--- src/rtl/hazard_pkg.sv ---
// Shared types and helpers for the pipeline hazard controller.
package hazard_pkg;

  typedef enum logic [1:0] {
    FWD_RF = 2'b00,
    FWD_W  = 2'b01,
    FWD_M  = 2'b10
  } fwd_sel_t;

  typedef enum logic {
    M_IDLE = 1'b0,
    M_WAIT = 1'b1
  } mem_state_t;

  localparam logic [3:0] REG_PC = 4'd15;

  // The Memory-stage result is younger than Writeback, so it wins when both match.
  // R15 reads the PC, so it is never forwarded.
  function automatic fwd_sel_t fwd_select(input logic [3:0] ra,
                                          input logic       we_m,
                                          input logic [3:0] wa_m,
                                          input logic       we_w,
                                          input logic [3:0] wa_w);
    if (we_m && wa_m == ra && ra != REG_PC)      return FWD_M;
    else if (we_w && wa_w == ra && ra != REG_PC) return FWD_W;
    else                                         return FWD_RF;
  endfunction

endpackage

--- src/rtl/perf_counter_sat.sv ---
// Saturating event counter with a synchronous clear that overrides counting.
module perf_counter_sat #(
  parameter int W = 32
) (
  input  logic         clk,
  input  logic         reset_n,
  input  logic         clr,
  input  logic         inc,
  output logic [W-1:0] count
);

  // NOTE: sequential state uses non-blocking (<=) so every flop samples pre-edge values.
  always_ff @(posedge clk or negedge reset_n) begin
    if (!reset_n)                 count <= '0;
    else if (clr)                 count <= '0;
    else if (inc && count != '1)  count <= count + 1'b1;
  end

endmodule

--- src/rtl/hazard_ctrl.sv ---
// Hazard controller: forwarding, load-use and memory wait-state stalls, branch flushes,
// and stall/flush performance counters for the 5-stage pipeline.
module hazard_ctrl
  import hazard_pkg::*;
#(
  parameter int MEM_TIMEOUT = 16,
  parameter int CNT_W       = 32
) (
  input  logic             clk,
  input  logic             reset_n,
  input  logic [3:0]       RA1D,
  input  logic [3:0]       RA2D,
  input  logic [3:0]       RA1E,
  input  logic [3:0]       RA2E,
  input  logic [3:0]       WA3E,
  input  logic [3:0]       WA3M,
  input  logic [3:0]       WA3W,
  input  logic             RegWriteE,
  input  logic             RegWriteM,
  input  logic             RegWriteW,
  input  logic             MemtoRegE,
  input  logic             PCWrPendingF,
  input  logic             PCSrcW,
  input  logic             BranchTakenE,
  input  logic             MemReqM,
  input  logic             MemAckM,
  input  logic             PerfClr,
  output logic [1:0]       ForwardAE,
  output logic [1:0]       ForwardBE,
  output logic             StallF,
  output logic             StallD,
  output logic             StallE,
  output logic             StallM,
  output logic             FlushD,
  output logic             FlushE,
  output logic             FlushW,
  output logic             MemErr,
  output logic [CNT_W-1:0] StallCount,
  output logic [CNT_W-1:0] FlushCount
);

  localparam logic [7:0] WAIT_LAST = 8'(MEM_TIMEOUT - 1);

  mem_state_t state, state_nxt;
  logic [7:0] waitcnt, waitcnt_nxt;
  logic       err_set;
  logic       mem_stall;
  logic       ldr_stall;

  assign ForwardAE = fwd_select(RA1E, RegWriteM, WA3M, RegWriteW, WA3W);
  assign ForwardBE = fwd_select(RA2E, RegWriteM, WA3M, RegWriteW, WA3W);

  assign ldr_stall = MemtoRegE && RegWriteE && (RA1D == WA3E || RA2D == WA3E);

  always_ff @(posedge clk or negedge reset_n) begin
    if (!reset_n) begin
      state   <= M_IDLE;
      waitcnt <= '0;
      MemErr  <= 1'b0;
    end else begin
      state   <= state_nxt;
      waitcnt <= waitcnt_nxt;
      MemErr  <= MemErr | err_set;
    end
  end

  // NOTE: defaults first in every always_comb so no path leaves a variable unassigned (no latches).
  always_comb begin
    state_nxt   = state;
    waitcnt_nxt = waitcnt;
    err_set     = 1'b0;
    unique case (state)
      M_IDLE: begin
        if (MemReqM && !MemAckM) begin
          state_nxt   = M_WAIT;
          waitcnt_nxt = 8'd1;
        end
      end
      M_WAIT: begin
        if (MemAckM) begin
          state_nxt   = M_IDLE;
          waitcnt_nxt = '0;
        end else if (waitcnt == WAIT_LAST) begin
          state_nxt   = M_IDLE;
          waitcnt_nxt = '0;
          err_set     = 1'b1;
        end else begin
          waitcnt_nxt = waitcnt + 8'd1;
        end
      end
      default: state_nxt = M_IDLE;
    endcase
  end

  // The abandon cycle releases the stall so the pipeline moves past the failed access.
  always_comb begin
    mem_stall = 1'b0;
    unique case (state)
      M_IDLE:  mem_stall = MemReqM && !MemAckM;
      M_WAIT:  mem_stall = !MemAckM && (waitcnt != WAIT_LAST);
      default: mem_stall = 1'b0;
    endcase
    StallF = ldr_stall | PCWrPendingF | mem_stall;
    StallD = ldr_stall | mem_stall;
    StallE = mem_stall;
    StallM = mem_stall;
    FlushW = mem_stall;
    FlushD = !mem_stall & (PCWrPendingF | PCSrcW | BranchTakenE);
    FlushE = !mem_stall & (ldr_stall | BranchTakenE);
  end

  perf_counter_sat #(.W(CNT_W)) u_stall_cnt (
    .clk     (clk),
    .reset_n (reset_n),
    .clr     (PerfClr),
    .inc     (StallF),
    .count   (StallCount)
  );

  perf_counter_sat #(.W(CNT_W)) u_flush_cnt (
    .clk     (clk),
    .reset_n (reset_n),
    .clr     (PerfClr),
    .inc     (FlushE),
    .count   (FlushCount)
  );

endmodule

--- config.mk ---
export PLATFORM = sky130hd
export DESIGN_NAME = hazard_ctrl
export DESIGN_NICKNAME = d
export VERILOG_FILES = /design/src/rtl/hazard_pkg.sv /design/src/rtl/perf_counter_sat.sv /design/src/rtl/hazard_ctrl.sv
export SDC_FILE = /design/constraint.sdc
export NUM_CORES = 1
export LEC_CHECK = 0
export BUFFER_PORTS_ARGS = -buffer_cell sky130_fd_sc_hd__clkbuf_2
export CAP_MARGIN = 20
export CORE_ASPECT_RATIO = 0.5
export CORE_UTILIZATION = 45
export CTS_BUF_LIST = sky130_fd_sc_hd__clkbuf_16
export DETAILED_ROUTE_END_ITERATION = 12
export GPL_TIMING_DRIVEN = 0
export PLACE_DENSITY = 0.7
export SLEW_MARGIN = 15
export SYNTH_ARGS = -nofsm -noshare
export SYNTH_HDL_FRONTEND = slang
export SYNTH_SLANG_ARGS = --single-unit
--- constraint.sdc ---
create_clock -name clk -period 2.82 [get_ports clk]
set_clock_uncertainty 0.05 [all_clocks]
set_input_delay 0.141 -clock clk [delete_from_list [all_inputs] [get_ports clk]]
set_output_delay 0.141 -clock clk [all_outputs]
set_load 0.01 [all_outputs]
---- After elaboration in Yosys (flattened, before gate mapping) ----
Index checks and enable logic that the tools add are counted.
operators by class
  equal/unequal tests ..................... 13
  mux-type cells .......................... 20
  reductions and logical operators ........ 19
  bitwise gates (word level) .............. 10
  add/subtract/negate cells ............... 3
operators by type and width
  kind                                            count
  2-to-1 mux 32 bit                               4
  adder 32 x 1 -> 32 bit (second input constant)  2
  != test 32 bit (second input constant)          2
  == test 4 bit                                   6
  2-to-1 mux 8 bit                                3
  case mux 8 bit (2 select lines)                 1
  logical AND 1 bit                               14
  adder 8 x 1 -> 8 bit (second input constant)    1
  == test 8 x 4 -> 1 bit (second input constant)  1
  2-to-1 mux 1 bit                                8
  != test 4 bit (second input constant)           2
  != test 8 x 4 -> 1 bit (second input constant)  1
  bitwise OR 1 bit                                7
  2-to-1 mux 2 bit                                2
  case mux 1 bit (2 select lines)                 2
  nonzero test 2 bit                              2
  bitwise AND 1 bit                               2
  logical NOT 1 bit                               2
  != test 2 bit (second input constant)           1
  logical OR 1 bit                                1
  NOT 1 bit                                       1
word-level totals
  bits in registers ....................... 74
  word-level logic and storage cells ...... 70
  output and inout port bits .............. 76
  input port bits ......................... 40

---- Depth between registers and ports, before layout ----
Gate-level depths: netlist (run 1).
  depth after elaboration ................. 8
  depth in mapped cells ................... 11
  mapped depth without buffers ............ 8

---- Modules after synthesis ----
A second synthesis (run 1) with hierarchy kept.
second synthesis, totals
  cell total of the unflattened synthesis .. 496
  area, all modules ....................... 4586.9 um^2
modules (own cells, without submodules)
  module            sequential area each (um^2)  times used  cells an instance  area an instance (um^2)
  perf_counter_sat  800.8                        2           198                1854.3
  hazard_ctrl       250.2                        1           100                878.3

---- Least setup slack after synthesis (run 1) ----
OpenSTA, ideal clock, no wires.
  kind .................................... register -> register
  from .................................... reg waitcnt[0]
  to ...................................... reg u_stall_cnt.count[28]
  buffers on the path ..................... 2
  period minus slack after synthesis ...... 2.404 ns
  cell stages (with the launch flop) ...... 11
  slack ................................... 0.416 ns
  arrival time ............................ 2.229 ns
  required time ........................... 2.645 ns
  setup time .............................. 0.125 ns
  path through ............................ dfrtp_1 > ha_1 > and3_1 > clkbuf_1 > a311o_1 > buf_2 > inv_1 > nor2_1 > a21oi_1 > nand4_1 > mux2_2
between the ends
  longest elaborated chain between the ends .. 6
RTL lines
  element                          RTL line                text
  from (decl)                      hazard_ctrl.sv:45       logic [7:0] waitcnt, waitcnt_nxt;
  from (signal assigned)           hazard_ctrl.sv:62       waitcnt <= waitcnt_nxt;
  != test 8 x 4 -> 1 bit           hazard_ctrl.sv:100      M_WAIT: mem_stall = !MemAckM && (waitcnt != WAIT_LAST);
  logical AND 1 bit                hazard_ctrl.sv:100
  case mux 1 bit (2 select lines)  hazard_ctrl.sv:98       unique case (state)
  named net FlushW                 hazard_ctrl.sv:36       output logic FlushW,
  bitwise OR 1 bit                 hazard_ctrl.sv:103      StallF = ldr_stall | PCWrPendingF | mem_stall;
  logical AND 1 bit                perf_counter_sat.sv:16  else if (inc && count != '1) count <= count + 1'b1;
  nonzero test 2 bit (no line)     n/a
  to (signal assigned)             perf_counter_sat.sv:16
  to (decl)                        perf_counter_sat.sv:9   output logic [W-1:0] count
The timed path passes the listed nets, and every way through them passes these cells.
A chain may end at the register's enable or synchronous reset.

---- Final worst setup path (run 1) ----
  from .................................... reg waitcnt[0]
  to ...................................... reg u_stall_cnt.count[23]
between the ends
  longest elaborated chain between the ends .. 6
RTL lines
  element                          RTL line
  != test 8 x 4 -> 1 bit           hazard_ctrl.sv:100
  logical AND 1 bit                hazard_ctrl.sv:100
  case mux 1 bit (2 select lines)  hazard_ctrl.sv:98
  bitwise OR 1 bit                 hazard_ctrl.sv:103
  logical AND 1 bit                perf_counter_sat.sv:16
  nonzero test 2 bit (no line)     n/a
No other way between the ends.

==> out/metrics.yaml, run 1 <==
r2r_slack_ps: 170
tritoncts: "yes"
dr_wl_met3_um: 564
synthSimpleGateAreaFrac: 0.271
tns_ps: 0
drive_above_1_share: 0.253
crit_end: "u_stall_cnt.count[23]"
die-area_mm2: 0.0101
drt_first_pass_iters: 4
wl_um: 11400
worstPathArrival_ps: 2860
grt_max_degree: 54
hold_class: "in -> reg"
viasPerCell: 5.68
gr-total-overflow: 0
finalCritPeriodShare: 0.941
status: "completed"
cts_buffers: 9
path_max_fanout: 10
relSlewSlack: 0.529
clock_path_buffers: 2
clk_latency_ps: 340
ys_seq_area_frac: 0.425
r2r_end: "u_stall_cnt.count[23]"
portBuffers: 115
synthesis.nets: 538
routabilityCongestion: 0.786
synthCells: 495
num_antenna_cells: 0
final-max-slew-violation-count: 0
core-area_mm2: 0.00904
start_util: 0.482
hold-worst-slack_ps: 71.6
rsz0062_at_grt: "false"
dr.max_layer_used: "met4"
multiInputGateArea_mm2: 0.00235
ctsHtreeMaxLevel: 3
startpoint: "waitcnt[0]"
layout_common_cells: "115 x clkbuf_2, 74 x dfrtp_1, 53 x a21oi_1"
synth_top_family_by_area: "simple AND/OR/NAND/NOR gates"
yosysWarnings: 0
die_h_um: 71.6
synthDistinctLibCells: 49
r2r_cells: 10
hold_viol: 0
worstSetupPathType: "reg -> reg"
worst-endpoint-required_ps: 3030
die_w_um: 141
netlist_area_mm2: 0.00436
met2WireLength_um: 5150
fmax_mhz: 377
cts-root-buf: "clkbuf_16"
grt_pass1_vias: 3978
synth_compound_area_frac: 0.182
drt_iter0_markers: 231
critical_path.endpoint_type: "flip-flop"
tightest_slew_ps: 705
synth_xor_area_frac: 0.0623
syn_avg_cell_area_um2: 8.80
met1Wirelength_um: 5480
io_pins: 116
synthToLayoutAreaGrowth_pct: 24.1
path_common_cell: "buf_2"
synthAdderAreaFrac: 0.00861
vias: 4309
nFillCells: 835
cpMaxStageDelayCell: "dfrtp_1"
final_common_cell: "clkbuf_2"
routedWlPerCell_um: 15.0
synth_top_area_share: 0.425
nets: 666
p_leak_nw: 2.33
hp-start: "MemAckM"
setup_viol: 0
synth-seq-cells: 74
rows: 24
peakVddDrop_mv: 0.286
maxCapViolCount: 0
synth_mux_area_frac: 0.0123
antenna_left: 0
p_per_area_mw_per_mm2: 434
grt_usage: 0.240
post-route-min-period_ps: 2650
yosys-top-cells-area: "dfrtp_1 42%, a21oi_1 6.1%, o21ai_0 4.9%"
yosys.area.top_type: "dfrtp_1"
clk_pin_slew_ps: 60
critPathMaxStageDelay_ps: 410
startpoint_type: "flip-flop"
post-cts-setup-buffers: 0
cts_sinks: 74
crit_chain: "ha_1 -> and3_1 -> clkbuf_1 -> a311o_1 -> buf_2 -> nand2b_2 -> o2111ai_1 -> buf_2 -> or3_1 -> a21oi_1"
drc: 0
place_hpwl_um: 8220
seq_area_mm2: 0.00185
grt_antenna_before_repair: 0
r2r_start: "waitcnt[0]"
grt_pass1_wl_um: 19100
-- cells by family (layout without fill, tap and decap cells) --
family | after synthesis | in the layout
and+or+nand+nor | 212 | 212
DFF | 74 | 74
muxes | 5 | 5
AOI/OAI and AO/OA | 134 | 134
buffers and inverters | 36 | 169
xor gates and xnor gates | 31 | 31
adders and majority gates | 3 | 3
-- metrics by stage --
stage                     setup WS [ps]  area [um^2]  instances   util  total power, mW
after CTS                          93.0         5390        758  0.596             2.37
after global routing               4.84         5410        758  0.598             2.44
after global placement              118         5100        740  0.564             1.35
final                               167         5410        758  0.598             2.35
after floorplan                     416         4360        495      -             1.23
after detailed placement            103         5130        741  0.567             1.36
-- flip-flops by register name, summed over array words and instances, names as in the netlist --
register / count
MemErr: 1
u_flush_cnt.count: 32
waitcnt: 8
u_stall_cnt.count: 32
state: 1
-- synth_stat cells, drive strengths merged --
cell,count
a211oi,2
a21bo,1
a21oi,53
a22o,1
a311o,1
a31oi,2
and2,1
and3,7
and4,3
and4b,1
buf,11
clkbuf,9
dfrtp,74
ha,3
inv,16
mux2,3
mux2i,2
nand2,31
nand2b,1
nand3,34
nand3b,4
nand4,18
nor2,35
nor2b,4
nor3,12
nor4,8
o2111a,2
o2111ai,3
o211a,1
o211ai,3
o21a,1
o21ai,44
o21bai,1
o311ai,1
o31a,2
o31ai,15
o41ai,1
or2,4
or3,34
or4,15
xnor2,14
xor2,17
-- area by class of cell --
cell class | count | share of cell area
clock buffers | 9 | 0.0416
repair buffers | 117 | 0.114
flip-flops and latches | 74 | 0.342
well taps | 130 | 0.0301
multi-input cells | 385 | 0.435
plain buffers | 20 | 0.0204
clock inverters | 7 | 0.00555
inverters | 16 | 0.0111
-- worst max-delay path: cells and delay by family, from the launching register on --
kind	cells	cell delay, ps
DFF	1	410
and+or+nand+nor	3	680
adders and majority gates	1	230
AOI/OAI and AO/OA	3	640
buffers and inverters	3	560
-- layer usage --
metal | track usage | vias up
met5 | 0 | -
met2 | 0.392 | 99
met4 | 0.0761 | 0
met3 | 0.0575 | 18
met1 | 0.318 | 2086
li1 | - | 2106
-- worst min path at each step --
stage | slack, ps | cells after the start | to
2_1_floorplan | -200 | 0 | MemErr
3_3_place_gp | 410 | 1 | MemErr
3_5_place_dp | 50 | 1 | u_stall_cnt.count[9]
4_1_cts | 70 | 4 | waitcnt[0]
5_1_grt | 110 | 4 | waitcnt[0]
6_report | 70 | 4 | waitcnt[0]
-- repair_timing --
action	in CTS	in global routing
endpoints found under the hold margin	21	0
hold buffers	1	0
setup endpoints to repair	0	12
resized for setup	0	6
-- power by group --
group,internal (mW),switching (mW)
clock,0.576,0.432
sequential,1.08,0.0163
combinational,0.0931,0.151
total,1.75,0.600
(Power assumes the default switching activity.)
==> run 2, diff against run 1 <==
--- a/config.mk
+++ b/config.mk
@@ -5,14 +5,13 @@
 export SDC_FILE = /design/constraint.sdc
 export NUM_CORES = 1
 export LEC_CHECK = 0
-export BUFFER_PORTS_ARGS = -buffer_cell sky130_fd_sc_hd__clkbuf_2
 export CAP_MARGIN = 20
 export CORE_ASPECT_RATIO = 0.5
 export CORE_UTILIZATION = 45
 export CTS_BUF_LIST = sky130_fd_sc_hd__clkbuf_16
 export DETAILED_ROUTE_END_ITERATION = 12
+export DONT_BUFFER_PORTS = 1
 export GPL_TIMING_DRIVEN = 0
-export PLACE_DENSITY = 0.7
 export SLEW_MARGIN = 15
 export SYNTH_ARGS = -nofsm -noshare
 export SYNTH_HDL_FRONTEND = slang
==> out/metrics.yaml, run 2 (same netlist as run 1, synthesis figures left out) <==
drt_iter0_markers: 199  # was 231
critical_path.endpoint_type: "flip-flop"  # unchanged
routedWlPerCell_um: 17.4  # was 15.0 um
place_hpwl_um: 7950  # was 8220 um
p_leak_nw: 1.82  # was 2.33 nW
synthToLayoutAreaGrowth_pct: 11.7  # was 24.1%
die_w_um: 141  # unchanged
drive_above_1_share: 0.0916  # was 0.253
cpMaxStageDelayCell: "nor3_2"  # was dfrtp_1
hold_viol: 0  # unchanged
post-route-min-period_ps: 2580  # was 2650 ps
grt_pass1_vias: 3560  # was 3978
critPathBufInv: 2  # was 3
routabilityCongestion: 0.758  # was 0.786
reg_top3: "u_flush_cnt.count x32, u_stall_cnt.count x32, waitcnt x8"  # unchanged
path_max_fanout: 10  # unchanged
cts-root-buf: "clkbuf_16"  # unchanged
io_pins: 116  # unchanged
num_antenna_cells: 0  # unchanged
clk_pin_slew_ps: 60  # about the same
cp.depth: 9  # was 10
crit_chain: "ha_1 -> nand2_1 -> nor3_2 -> nand3b_1 -> o21ai_2 -> clkbuf_4 -> buf_4 -> mux2i_1 -> nor2_1"  # was ha_1 -> and3_1 -> clkbuf_1 -> a311o_1 -> buf_2 -> nand2b_2 -> o2111ai_1 -> buf_2 -> or3_1 -> a21oi_1
maxCapViolCount: 0  # unchanged
die-area_mm2: 0.0101  # unchanged
drt_first_pass_iters: 4  # unchanged
clk_latency_ps: 340  # about the same
fmax_mhz: 388  # was 377 MHz
gr-total-overflow: 0  # unchanged
fin_cells: 643  # was 758
worst-endpoint-required_ps: 2970  # was 3030 ps
rsz0062_at_grt: "false"  # unchanged
die_h_um: 71.6  # unchanged
core-area_mm2: 0.00904  # unchanged
drc: 0  # unchanged
worstSetupPathType: "reg -> reg"  # unchanged
layout_common_cells: "74 x dfrtp_1, 53 x a21oi_1, 43 x o21ai_0"  # was 115 x clkbuf_2, 74 x dfrtp_1, 53 x a21oi_1
finalCritPeriodShare: 0.915  # was 0.941
startpoint_type: "flip-flop"  # unchanged
nets: 551  # was 666
r2r_start: "u_stall_cnt.count[0]"  # was waitcnt[0]
tns_ps: 0  # unchanged
startpoint: "u_stall_cnt.count[0]"  # was waitcnt[0]
tritoncts: "yes"  # unchanged
design_area_mm2: 0.00487  # was 0.00541 mm^2
final_common_cell: "dfrtp_1"  # was clkbuf_2
portBuffers: 0  # was 115
critPathMaxStageDelay_ps: 470  # was 410 ps
tightest_slew_ps: 655  # was 705 ps
status: "completed"  # unchanged
crit_end: "u_stall_cnt.count[1]"  # was u_stall_cnt.count[23]
cts_buffers: 9  # unchanged
r2r_cells: 9  # was 10
path_delay_family: "simple AND/OR/NAND/NOR gates"  # unchanged
final-max-slew-violation-count: 0  # unchanged
grt_usage: 0.230  # was 0.240
relSlewSlack: 0.563  # was 0.529
grt_antenna_before_repair: 0  # unchanged
worstPathArrival_ps: 2730  # was 2860 ps
r2r_end: "u_stall_cnt.count[1]"  # was u_stall_cnt.count[23]
antenna_left: 0  # unchanged
vias: 3858  # was 4309
wl_um: 11200  # was 11400 um
dp_cells: 625  # was 741
hold_class: "in -> reg"  # unchanged
r2r_slack_ps: 240  # was 170 ps
peakVddDrop_mv: 0.277  # was 0.286 mV
setup_viol: 0  # unchanged
cts_sinks: 74  # unchanged
clock_path_buffers: 2  # unchanged
rows: 24  # unchanged
grt_max_degree: 75  # was 54
grt_pass1_wl_um: 18200  # was 19100 um
p_per_area_mw_per_mm2: 496  # was 434 mW/mm^2
place_area_mm2: 0.00452  # was 0.00513 mm^2
post-cts-setup-buffers: 0  # unchanged
ctsHtreeMaxLevel: 3  # unchanged
viasPerCell: 6.00  # was 5.68
start_util: 0.482  # unchanged
## run 2: cell count changes in the layout (fill, tap and decap cells not counted), moves of 2 or more
cell | previous run | this run
clkinv_2 | 0 | 3
clkbuf_2 | 115 | 1
clkinv_1 | 3 | 1
inv_1 | 19 | 16
## run 2: routing by layer
| layer | track usage | wire, um |
|---|---|---|
| met5 | 0 | 0 |
| met4 | 0.0507 | 83 |
| met3 | 0.0802 | 873 |
| met2 | 0.365 | 5050 |
| met1 | 0.307 | 5210 |
## run 2: repair_timing
action	4_1_cts	5_1_grt
gates resized for setup	0	6
hold endpoints to repair	76	0
hold buffers	3	0
setup endpoints to repair	0	23
## run 2: worst min path at each step
stage	start	to	cells past startpoint
4_1_cts	PerfClr	u_flush_cnt.count[9]	2
2_1_floorplan	reset_n	MemErr	0
6_report	PerfClr	u_flush_cnt.count[9]	2
3_3_place_gp	reset_n	waitcnt[0]	0
5_1_grt	PerfClr	u_flush_cnt.count[9]	2
3_5_place_dp	reset_n	waitcnt[0]	0
## run 2: area by class of cell
cell class,instances,area (um^2)
fill,859,4170
multi-input combinational,385,2340
sequential,74,1850
clock buffer,9,225
tap,130,163
buffer,19,109
inverter,16,63.8
clock inverter,7,61.3
timing repair buffer,3,47.5
## run 2: per-stage QoR
stage | setup slack [ps] | total power [mW] | hold slack, ps | util
finish | 240 | 2.41 | 19.5 | 0.538
global route | 40.1 | 2.50 | 28.3 | 0.538
CTS | 44.8 | 2.43 | 8.78 | 0.537
detailed placement | 71.3 | 1.27 | -202 | 0.500
global placement | 75.9 | 1.27 | -203 | 0.500
floorplan | 416 | 1.23 | -205 | -
## run 2: where the power goes
group          internal, mW  leakage, nW  switching [mW]
combinational        0.0664        0.648           0.121
sequential             1.08         1.03          0.0203
clock                 0.676        0.148           0.453
